==> src/rtl/fifo_notpow2_ctrl.sv <==
// FIFO controller for a dual-port RAM of arbitrary depth; read data 1 cycle after accepted read.
// Writes while full are dropped and reads while empty are ignored; FIFO_ALMOST_FLAGS_EN adds almost flags.
module fifo_notpow2_ctrl #(
  parameter int DATA_WIDTH   = 8,
  parameter int DATA_COUNT   = 6,
  parameter int AFULL_LEVEL  = DATA_COUNT - 1,
  parameter int AEMPTY_LEVEL = 1,
  localparam int AW = $clog2(DATA_COUNT),
  localparam int CW = $clog2(DATA_COUNT + 1)
) (
  input  logic                  clk,
  input  logic                  reset,
  input  logic                  wr_en,
  input  logic [DATA_WIDTH-1:0] wr_data,
  output logic                  full,
  input  logic                  rd_en,
  output logic [DATA_WIDTH-1:0] rd_data,
  output logic                  rd_valid,
  output logic                  empty,
  output logic [CW-1:0]         count,
`ifdef FIFO_ALMOST_FLAGS_EN
  output logic                  almost_full,
  output logic                  almost_empty,
`endif
  output logic [AW-1:0]         ram_addr_a,
  output logic [DATA_WIDTH-1:0] ram_datain_a,
  output logic                  ram_we_a,
  output logic                  ram_re_a,
  output logic [AW-1:0]         ram_addr_b,
  output logic [DATA_WIDTH-1:0] ram_datain_b,
  output logic                  ram_we_b,
  output logic                  ram_re_b,
  input  logic [DATA_WIDTH-1:0] ram_dataout_b
);

  if (DATA_COUNT < 2 || AFULL_LEVEL > DATA_COUNT || AEMPTY_LEVEL > DATA_COUNT) begin : g_bad_cfg
    $error("fifo_notpow2_ctrl: invalid depth or threshold configuration");
  end

  logic [AW-1:0] wr_ptr_q, wr_ptr_d;
  logic [AW-1:0] rd_ptr_q, rd_ptr_d;
  logic [CW-1:0] count_q, count_d;
  logic          rd_valid_q, rd_valid_d;
  logic          wr_acc, rd_acc;

  // Pointers wrap at the last entry, not at a power of two.
  function automatic logic [AW-1:0] ptr_inc(input logic [AW-1:0] p);
    return (p == AW'(DATA_COUNT - 1)) ? '0 : p + 1'b1;
  endfunction

  always_comb begin
    full       = (count_q == CW'(DATA_COUNT));
    empty      = (count_q == '0);
    wr_acc     = wr_en & ~full;
    rd_acc     = rd_en & ~empty;
    wr_ptr_d   = wr_ptr_q;
    rd_ptr_d   = rd_ptr_q;
    count_d    = count_q;
    rd_valid_d = rd_acc;
    if (wr_acc) wr_ptr_d = ptr_inc(wr_ptr_q);
    if (rd_acc) rd_ptr_d = ptr_inc(rd_ptr_q);
    case ({wr_acc, rd_acc})
      2'b10:   count_d = count_q + 1'b1;
      2'b01:   count_d = count_q - 1'b1;
      default: count_d = count_q;
    endcase
  end

  always_ff @(posedge clk or posedge reset) begin
    if (reset) begin
      wr_ptr_q   <= '0;
      rd_ptr_q   <= '0;
      count_q    <= '0;
      rd_valid_q <= 1'b0;
    end else begin
      wr_ptr_q   <= wr_ptr_d;
      rd_ptr_q   <= rd_ptr_d;
      count_q    <= count_d;
      rd_valid_q <= rd_valid_d;
    end
  end

`ifdef FIFO_ALMOST_FLAGS_EN
  logic almost_full_q, almost_empty_q;

  // Registered from count_d so the flags move on the same edge as count.
  always_ff @(posedge clk or posedge reset) begin
    if (reset) begin
      almost_full_q  <= 1'b0;
      almost_empty_q <= 1'b1;
    end else begin
      almost_full_q  <= (count_d >= CW'(AFULL_LEVEL));
      almost_empty_q <= (count_d <= CW'(AEMPTY_LEVEL));
    end
  end

  assign almost_full  = almost_full_q;
  assign almost_empty = almost_empty_q;
`endif

  assign count        = count_q;
  assign rd_valid     = rd_valid_q;
  assign rd_data      = ram_dataout_b;

  assign ram_addr_a   = wr_ptr_q;
  assign ram_datain_a = wr_data;
  assign ram_we_a     = wr_acc;
  assign ram_re_a     = 1'b0;

  assign ram_addr_b   = rd_ptr_q;
  assign ram_datain_b = '0;
  assign ram_we_b     = 1'b0;
  assign ram_re_b     = rd_acc;

endmodule

==> config.mk <==
export PLATFORM = sky130hd
export DESIGN_NAME = fifo_notpow2_ctrl
export DESIGN_NICKNAME = d
export VERILOG_FILES = /design/src/rtl/fifo_notpow2_ctrl.sv
export SDC_FILE = /design/constraint.sdc
export NUM_CORES = 1
export LEC_CHECK = 0
export BUFFER_PORTS_ARGS = -buffer_cell sky130_fd_sc_hd__buf_2
export CAP_MARGIN = 15
export CORE_MARGIN = 2
export CORE_UTILIZATION = 39
export CTS_CLUSTER_DIAMETER = 100
export DETAILED_ROUTE_END_ITERATION = 8
export HOLD_SLACK_MARGIN = 0.06
export PLACE_DENSITY = 0.9
export SYNTH_ARGS = -nofsm -noshare
export SYNTH_HDL_FRONTEND = slang
export SYNTH_SLANG_ARGS = --single-unit
==> constraint.sdc <==
create_clock -name clk -period 2.7 [get_ports clk]
set_input_delay 0.27 -clock clk [delete_from_list [all_inputs] [get_ports clk]]
set_output_delay 0.27 -clock clk [all_outputs]
set_load 0.01 [all_outputs]
# Yosys cells after proc, flatten, opt, wreduce, memory -nomap -nowiden
# Index checks and enable logic that the tools add are counted.
[word_totals]
ff_bits = 10
[classes]
add_sub_neg = 4
eq_ne = 5
n_mux = 3
bitwise = 4
reduce_logical = 2
[op_table]
columns = ["op", "n"]
rows = [
  ["$add A3 B1 Y3 const B", 3],
  ["$eq A3 B3 Y1 const B", 3],
  ["$mux W3", 2],
  ["$pmux W3 S2", 1],
  ["$logic_not A3 Y1", 1],
  ["$sub A3 B1 Y3 const B", 1],
  ["$and A1 B1 Y1", 2],
  ["$eq A2 B1 Y1 const B", 1],
  ["$eq A2 B2 Y1 const B", 1],
  ["$not A1 Y1", 2],
  ["$reduce_bool A2 Y1", 1],
]

# Longest topological paths before layout
# Gate-level depths: netlist (run 1).
[logic_depth]
depth_word = 5
depth_mapped = 8

# Worst setup path after synthesis (run 1)
# OpenSTA, ideal clock, no wires.
[synth_path]
kind = "reg-to-reg"
startpoint = "register count_q[0] (netlist: count[0])"
endpoint = "register count_q[2] (netlist: count[2])"
setup_time_ns = 0.079
t_arrival_ns = 1.754
required_time_ns = 2.621
setup_slack_ns = 0.866
path_stages_with_launch = 9
n_path_buf = 0
synth_period_minus_slack_ns = 1.834
cell_sequence = "dfrtp_1 nand3b_1 nand2_1 ha_1 inv_1 fa_1 xor2_1 nor2_1 xor2_1"
[synth_between]
elab_chain_cells = 5
elab_cells_between_ends = 12
classes_between = "add/sub (2); eq/ne (3); mux (1); bitwise (4); reduce/logical (2)"
[synth_lines]
columns = ["element", "line", "rtl"]
rows = [
  ["start, declared", "42", "logic [CW-1:0] count_q, count_d;"],
  ["start signal, assigned", "78", "count_q <= count_d;"],
  ["$eq A3 B3 Y1 / $logic_not A3 Y1 (equally long branches)", "52, 53", ""],
  ["$not A1 Y1, on equally long branches", "54, 55", ""],
  ["$and A1 B1 Y1, on equally long branches", "54, 55", ""],
  ["$eq A2 B1 Y1 / $eq A2 B2 Y1 (equally long branches)", "62", "case ({wr_acc, rd_acc})"],
  ["$pmux W3 S2 / $reduce_bool A2 Y1 (equally long branches)", "-", ""],
]
# Several ways; a longest one is shown, not always the timed one.
# A chain may end at the register's enable or synchronous reset.

# Final worst setup path (run 1)
# Ends and elaborated chain as after synthesis.

==> results of run 1 <==
[registers in the layout, summed over array words and instances, names as in the netlist]
signal	flops
count	3
ram_addr_a	3
ram_addr_b	3
rd_valid	1
[where the power goes]
group,switching [mW],internal [mW]
logic,0.187,0.198
registers,0.0746,0.225
clock network,0.0499,0.0818
total,0.311,0.505
[worst max-delay path, stage by stage (launching register included)]
cell and delay (ps):
dfrtp_1 440, nand3b_1 220, nand2_1 150, ha_1 200
inv_1 60, fa_1 370, xor2_1 150, nor2_1 140
xor2_1 160
[routing by layer]
metal,routed length [um],share of wire,vias to the layer above
li1,-,-,178
met5,0,0,-
met4,4,0.0042,0
met3,97,0.10,2
met2,458,0.49,21
met1,382,0.41,175
[cell usage in the layout, fill, tap and decap left out, drive strengths merged]
master       netlist  final
dlygate4sd3        0      1
xnor2              2      2
nor2b              2      2
xor2               3      3
mux2               4      4
nand3b             1      1
conb               1     10
o31a               1      1
mux2i              1      1
inv                6      6
nor3               1      1
ha                 1      1
nor2               3      3
clkbuf             0      4
fa                 1      1
dfrtp             10     10
buf               26     17
nand2              2      2
and3               1      1
[repair_timing]
item / CTS / global route
hold endpoints to repair: 10 / 0
setup buffers: 0 / 0
hold buffers: 1 / 0
[stage by stage]
stage	power, mW	setup WS, ps	util	hold slack, ps	cell area, um^2
floorplan	0.591	866	-	110	712
global placement	0.675	839	0.369	249	623
detailed placement	0.690	722	0.369	258	623
CTS	0.826	701	0.396	297	669
global route	0.887	581	0.396	295	669
finish	0.816	719	0.396	301	669
[logic make-up (layout without fill, tap and decap cells)]
logic type | Yosys count | count (layout) | synth area share
xor gates and xnor gates | 5 | 5 | 0.0646
other | 1 | 10 | 0.00553
muxes | 5 | 5 | 0.0923
and+or+nand+nor | 10 | 10 | 0.0849
AOI/OAI and AO/OA | 1 | 1 | 0.0148
DFF | 10 | 10 | 0.369
buffers and inverters | 32 | 28 | 0.321
adders and majority gates | 2 | 2 | 0.0480
[area by class of cell]
| cell class | count | area (um^2) |
|---|---|---|
| timing repair buffer | 18 | 95.1 |
| clock buffer | 4 | 36.3 |
| inverter | 6 | 22.5 |
| sequential | 10 | 250 |
| tap | 17 | 21.3 |
| multi-input combinational | 33 | 244 |
| fill | 169 | 1020 |
[path summary, 6_finish.rpt]
check,endpoint,cells past startpoint,from
hold reg to reg,ram_addr_a[0],1,ram_addr_a[0]
setup reg to reg,count[2],8,count[0]
setup / recovery,count[2],8,count[0]
hold / removal,rd_valid,2,rd_en
max in group asynchronous,count[2],3,reset
min in group asynchronous,ram_addr_a[2],3,reset
==> summary.md, run 1 <==
| Metric | Value |
|---|---|
| Status | completed |
| Seq/Total Area, Yosys | 0.369 |
| Max cap viols | 0 |
| Via/cell ratio | 4.27 |
| Fin crit share | 0.734 |
| TNS Setup | 0 ps |
| Largest net degree at the start of global routing | 11 |
| Congestion Overflow GR | 0 |
| Yosys warnings | 0 |
| Die W | 45.7 um |
| Synth top cells by count | buf_4 (26), dfrtp_1 (10), inv_1 (6), nor2_1 (3), xor2_1 (3) |
| Largest cells by area after synthesis | dfrtp_1 (37%), buf_4 (29%), mux2_4 (4.4%) |
| Routed Antenna Nets | 0 |
| Most common cell in the netlist | buf_4 |
| Dpl hpwl | 796 um |
| Area leader, netlist | dfrtp_1 |
| Clk_skew | 3.76 ps |
| R2R setup slack | 720 ps |
| M3 GR Usage | 0.0516 |
| Vias in the first global route | 330 |
| Worst hold path type | in2reg |
| Clk_lat worst skew | 260 ps |
| Final Max Tran Viols | 0 |
| Finished Layout Cells | 88 |
| Synth-to-layout area growth | -1.29% |
| Setup Viol. Count Final | 0 |
| Instance count of the mapped netlist | 66 |
| Die area | 2090 um^2 |
| Initial core utilization | 0.401 |
| Detailed-route DRC error count | 0 |
| Layout cells sized above 1 | 0.394 |
| Top-area cell type share of the netlist area | 0.369 |
| Netlist cell types | 19 |
| Via count | around 380 |
| Htree depth | 1 |
| Maximum VDD drop | 0.000474 V |
| First-pass GRT wire length | 1370 um |
| TritonCTS clock tree | done |
| CP Launch Type | flop |
| Cell total after placement | 83 |
| Post-Route WL | 942 um |
| Hold Fails Final Rpt | 0 |
| GR peak layer | met2 |
| IO Count | 60 |
| DR iter-0 viols | 2 |
| Met1 usage in global routing | 0.112 |
| CP Capture Type | flop |
| Drt first pass iters | 2 |
| Synth Cell Area | 678 um^2 |
| Die height | 45.7 um |
| Post-synth EDFFs | 0 |
| Pwr dens | about 1200 nW/um^2 |
| Synth Register Bits | 10 |
| CTS Sinks | 10 |
| Initial antenna violation count | 0 |
| Total CTS buffers | 3 |
| Tmin final | 1980 ps |
| CTS clk-pin slew, worst paths | 70 ps |
| Total GRT Usage | 0.0984 |
| Grt met2 use | 0.146 |
| CP arrival | 2160 ps |
| Max Fanout on Critical Path | 6 |
| Ys async rst share | 1.00 |
| Setup CP Type | reg2reg |
| Input/output buffers | 17 |
| RSZ-0062 raised after global routing | false |
| Top FF cell, synth | dfrtp_1 |
| Max Fclk | about 500 MHz |
| Worst endpoint required time | 2880 ps |
| Wire per inst | 10.7 um |
| Root buf cell | clkbuf_4 |
| Syn Area/Cell | about 10 um^2 |
| Number of cell rows | 15 |
| LEAKAGE | 0.372 nW |
| Placer Congestion | 0.808 |
| Antenna cells | 0 |
| Clock Tree Buf Depth | 2 |
| Core area | 1690 um^2 |
| # nets final | 94 |
| PostCTS Resize Cnt | 0 |
No activity file was read; power rests on OpenSTA's default activity.
==> run 2, diff against run 1 <==
--- a/config.mk
+++ b/config.mk
@@ -8,11 +8,11 @@
 export BUFFER_PORTS_ARGS = -buffer_cell sky130_fd_sc_hd__buf_2
 export CAP_MARGIN = 15
 export CORE_MARGIN = 2
-export CORE_UTILIZATION = 39
+export CORE_UTILIZATION = 36
 export CTS_CLUSTER_DIAMETER = 100
 export DETAILED_ROUTE_END_ITERATION = 8
 export HOLD_SLACK_MARGIN = 0.06
-export PLACE_DENSITY = 0.9
+export PLACE_DENSITY = 0.84
 export SYNTH_ARGS = -nofsm -noshare
 export SYNTH_HDL_FRONTEND = slang
 export SYNTH_SLANG_ARGS = --single-unit
==> constraint.sdc (replaced) <==
create_clock -name clk -period 1.9 [get_ports clk]
set_input_delay 0.19 -clock clk [delete_from_list [all_inputs] [get_ports clk]]
set_output_delay 0.19 -clock clk [all_outputs]
set_load 0.01 [all_outputs]
==> run 2 against run 1 <==
Effect of this change: global-route usage barely moved; critical path type unchanged; final area rose by 11%; worst setup slack got worse by 600 ps; first-iteration DRC count fell by 50%; via count rose by 9.3%; non-clock buffer count rose by 6; highest routed layer unchanged; die area rose by 7.6%; sequential share of layout area fell by 3.4 points.
==> summary.md, run 2 (synthesis results as in run 1) <==
| Metric | Value |
|---|---|
| CTS clk-pin slew, worst paths | 70 ps |
| Dpl hpwl | approximately 780 um |
| First-pass GRT wire length | 1450 um |
| Status | completed |
| Met1 usage in global routing | 0.101 |
| M3 GR Usage | 0.0346 |
| Hold Fails Final Rpt | 0 |
| Placer Congestion | 0.640 |
| Largest net degree at the start of global routing | 11 |
| Htree depth | 1 |
| Wire per inst | 9.85 um |
| Die area | 2250 um^2 |
| CP Capture Type | flop |
| Max Fanout on Critical Path | 3 |
| Core area | 1750 um^2 |
| Critical path, cell by cell | nand3b_1 -> nand2_2 -> ha_4 -> inv_1 -> fa_1 -> xor2_1 -> nor2_1 -> xor2_1 |
| CP max stage delay | 380 ps |
| LEAKAGE | 0.399 nW |
| Setup CP Type | reg2reg |
| DR iter-0 viols | 1 |
| Internal power | ~0.79 mW |
| Synth-to-layout area growth | 9.23% |
| Antenna cells | 0 |
| Grt met2 use | 0.159 |
| Final Max Tran Viols | 0 |
| Input/output buffers | 17 |
| Tmin final | about 1800 ps |
| Sequential share of power | 0.327 |
| Drt first pass iters | 2 |
| TNS Setup | 0 ps |
| Pwr dens | 1680 nW/um^2 |
| Comb power frac | 0.524 |
| Die W | 47.4 um |
| Detailed-route DRC error count | 0 |
| # nets final | 100 |
| Commonest non-fill, non-tap cell in the layout | buf_2 |
| Worst endpoint required time | approximately 2100 ps |
| IO Count | 60 |
| CP Launch Type | flop |
| Layout cells sized above 1 | 0.481 |
| Fin crit share | 0.939 |
| Worst hold path type | in2reg |
| Worst r2r src | count[0] |
| Setup Viol. Count Final | 0 |
| Number of cell rows | 15 |
| Clock Tree Buf Depth | 2 |
| GR peak layer | met2 |
| WP depth | 8 |
| Post-Route WL | 1010 um |
| Switch share | 0.365 |
| Via/cell ratio | 4.03 |
| Die height | 47.4 um |
| P_sw | 0.454 mW |
| Total GRT Usage | 0.0988 |
| CTS Sinks | 10 |
| Worst Path Buf+Inv | 1 |
| Finished Layout Cells | roughly 100 |
| Origin of the worst setup path | count[0] |
| Most frequent cells in the layout | buf_2 (17), conb_1 (10), dfrtp_1 (9), inv_1 (6), buf_4 (6) |
| Via count | 411 |
| Initial core utilization | 0.389 |
| Clock power frac | 0.149 |
| Crit-path most repeated cell | xor2_1 |
| CP delay by family, top | adder cells |
| Vias in the first global route | 363 |
| Clk_skew | 3.33 ps |
| Worst min-delay path startpoint | wr_en |
| Crit-path slowest cell | dfrtp_1 |
| Maximum VDD drop | approximately 0.00072 V |
| Reg2Reg Depth | 8 |
| RSZ-0062 raised after global routing | false |
| Clk_lat worst skew | 260 ps |
| CP arrival | between 1500 and 2000 ps |
| Root buf cell | clkbuf_4 |
| Total CTS buffers | 3 |
| Hold path depth | 4 |
| Initial antenna violation count | 0 |
| Max Fclk | 561 MHz |
| TritonCTS clock tree | done |
| Congestion Overflow GR | 0 |
| Cell total after placement | 93 |
| Routed Antenna Nets | 0 |
| Max cap viols | 0 |
==> run 2: final cells by class <==
| class | count | area [um^2] |
|---|---|---|
| Inverter | 6 | 22.5 |
| Tap cell | 25 | 31.3 |
| Clock buffer | 4 | 36.3 |
| Multi-Input combinational cell | 33 | 259 |
| Sequential cell | 10 | 251 |
| Fill cell | 197 | 1000 |
| Timing Repair Buffer | 24 | 140 |
==> run 2: path summary, 6_finish.rpt <==
path	end	slack [ps]
max	count[2]	120
min	ram_addr_a[0]	350
max reg2reg	count[2]	120
min reg2reg	ram_addr_a[0]	500
max in group asynchronous	count[1]	1180
min in group asynchronous	ram_addr_b[0]	440
==> run 2: repair_timing <==
item                       in CTS  in global routing
gates resized for setup         0                  4
hold buffers                    1                  0
setup endpoints to repair       0                  1
buffers inserted                0                  4
hold endpoints to repair       10                  0
==> run 2: worst register-to-register path: stages (launching register included) <==
cell	delay [ps]
dfrtp_1	380
nand3b_1	220
nand2_2	140
ha_4	150
inv_1	40
fa_1	360
xor2_1	150
nor2_1	120
xor2_1	150
==> run 2: layer usage <==
layer | up-vias | routed length [um]
li1 | 189 | -
met1 | 193 | 382
met2 | 27 | 498
met3 | 2 | 111
met4 | 0 | 12
met5 | - | 0
==> run 2: power by group through the flow <==
stage	combinational [mW]	sequential [mW]	clock, mW
2_1_floorplan	0.374	0.466	0
3_3_place_gp	0.562	0.412	0
3_5_place_dp	0.580	0.421	0
4_1_cts	0.583	0.416	0.193
5_1_grt	0.723	0.424	0.203
6_report	0.652	0.407	0.186
==> run 2: metrics by stage <==
step	total power, mW	instance area, um^2	setup slack (ps)	utilization	hold WS (ps)
detailed placement	1.00	648	51.8	0.371	180
CTS	1.19	694	36.0	0.398	259
floorplan	0.840	712	66.3	-	30.2
global placement	0.974	648	104	0.371	171
global route	1.35	741	3.33	0.424	353
finish	1.24	741	117	0.424	352
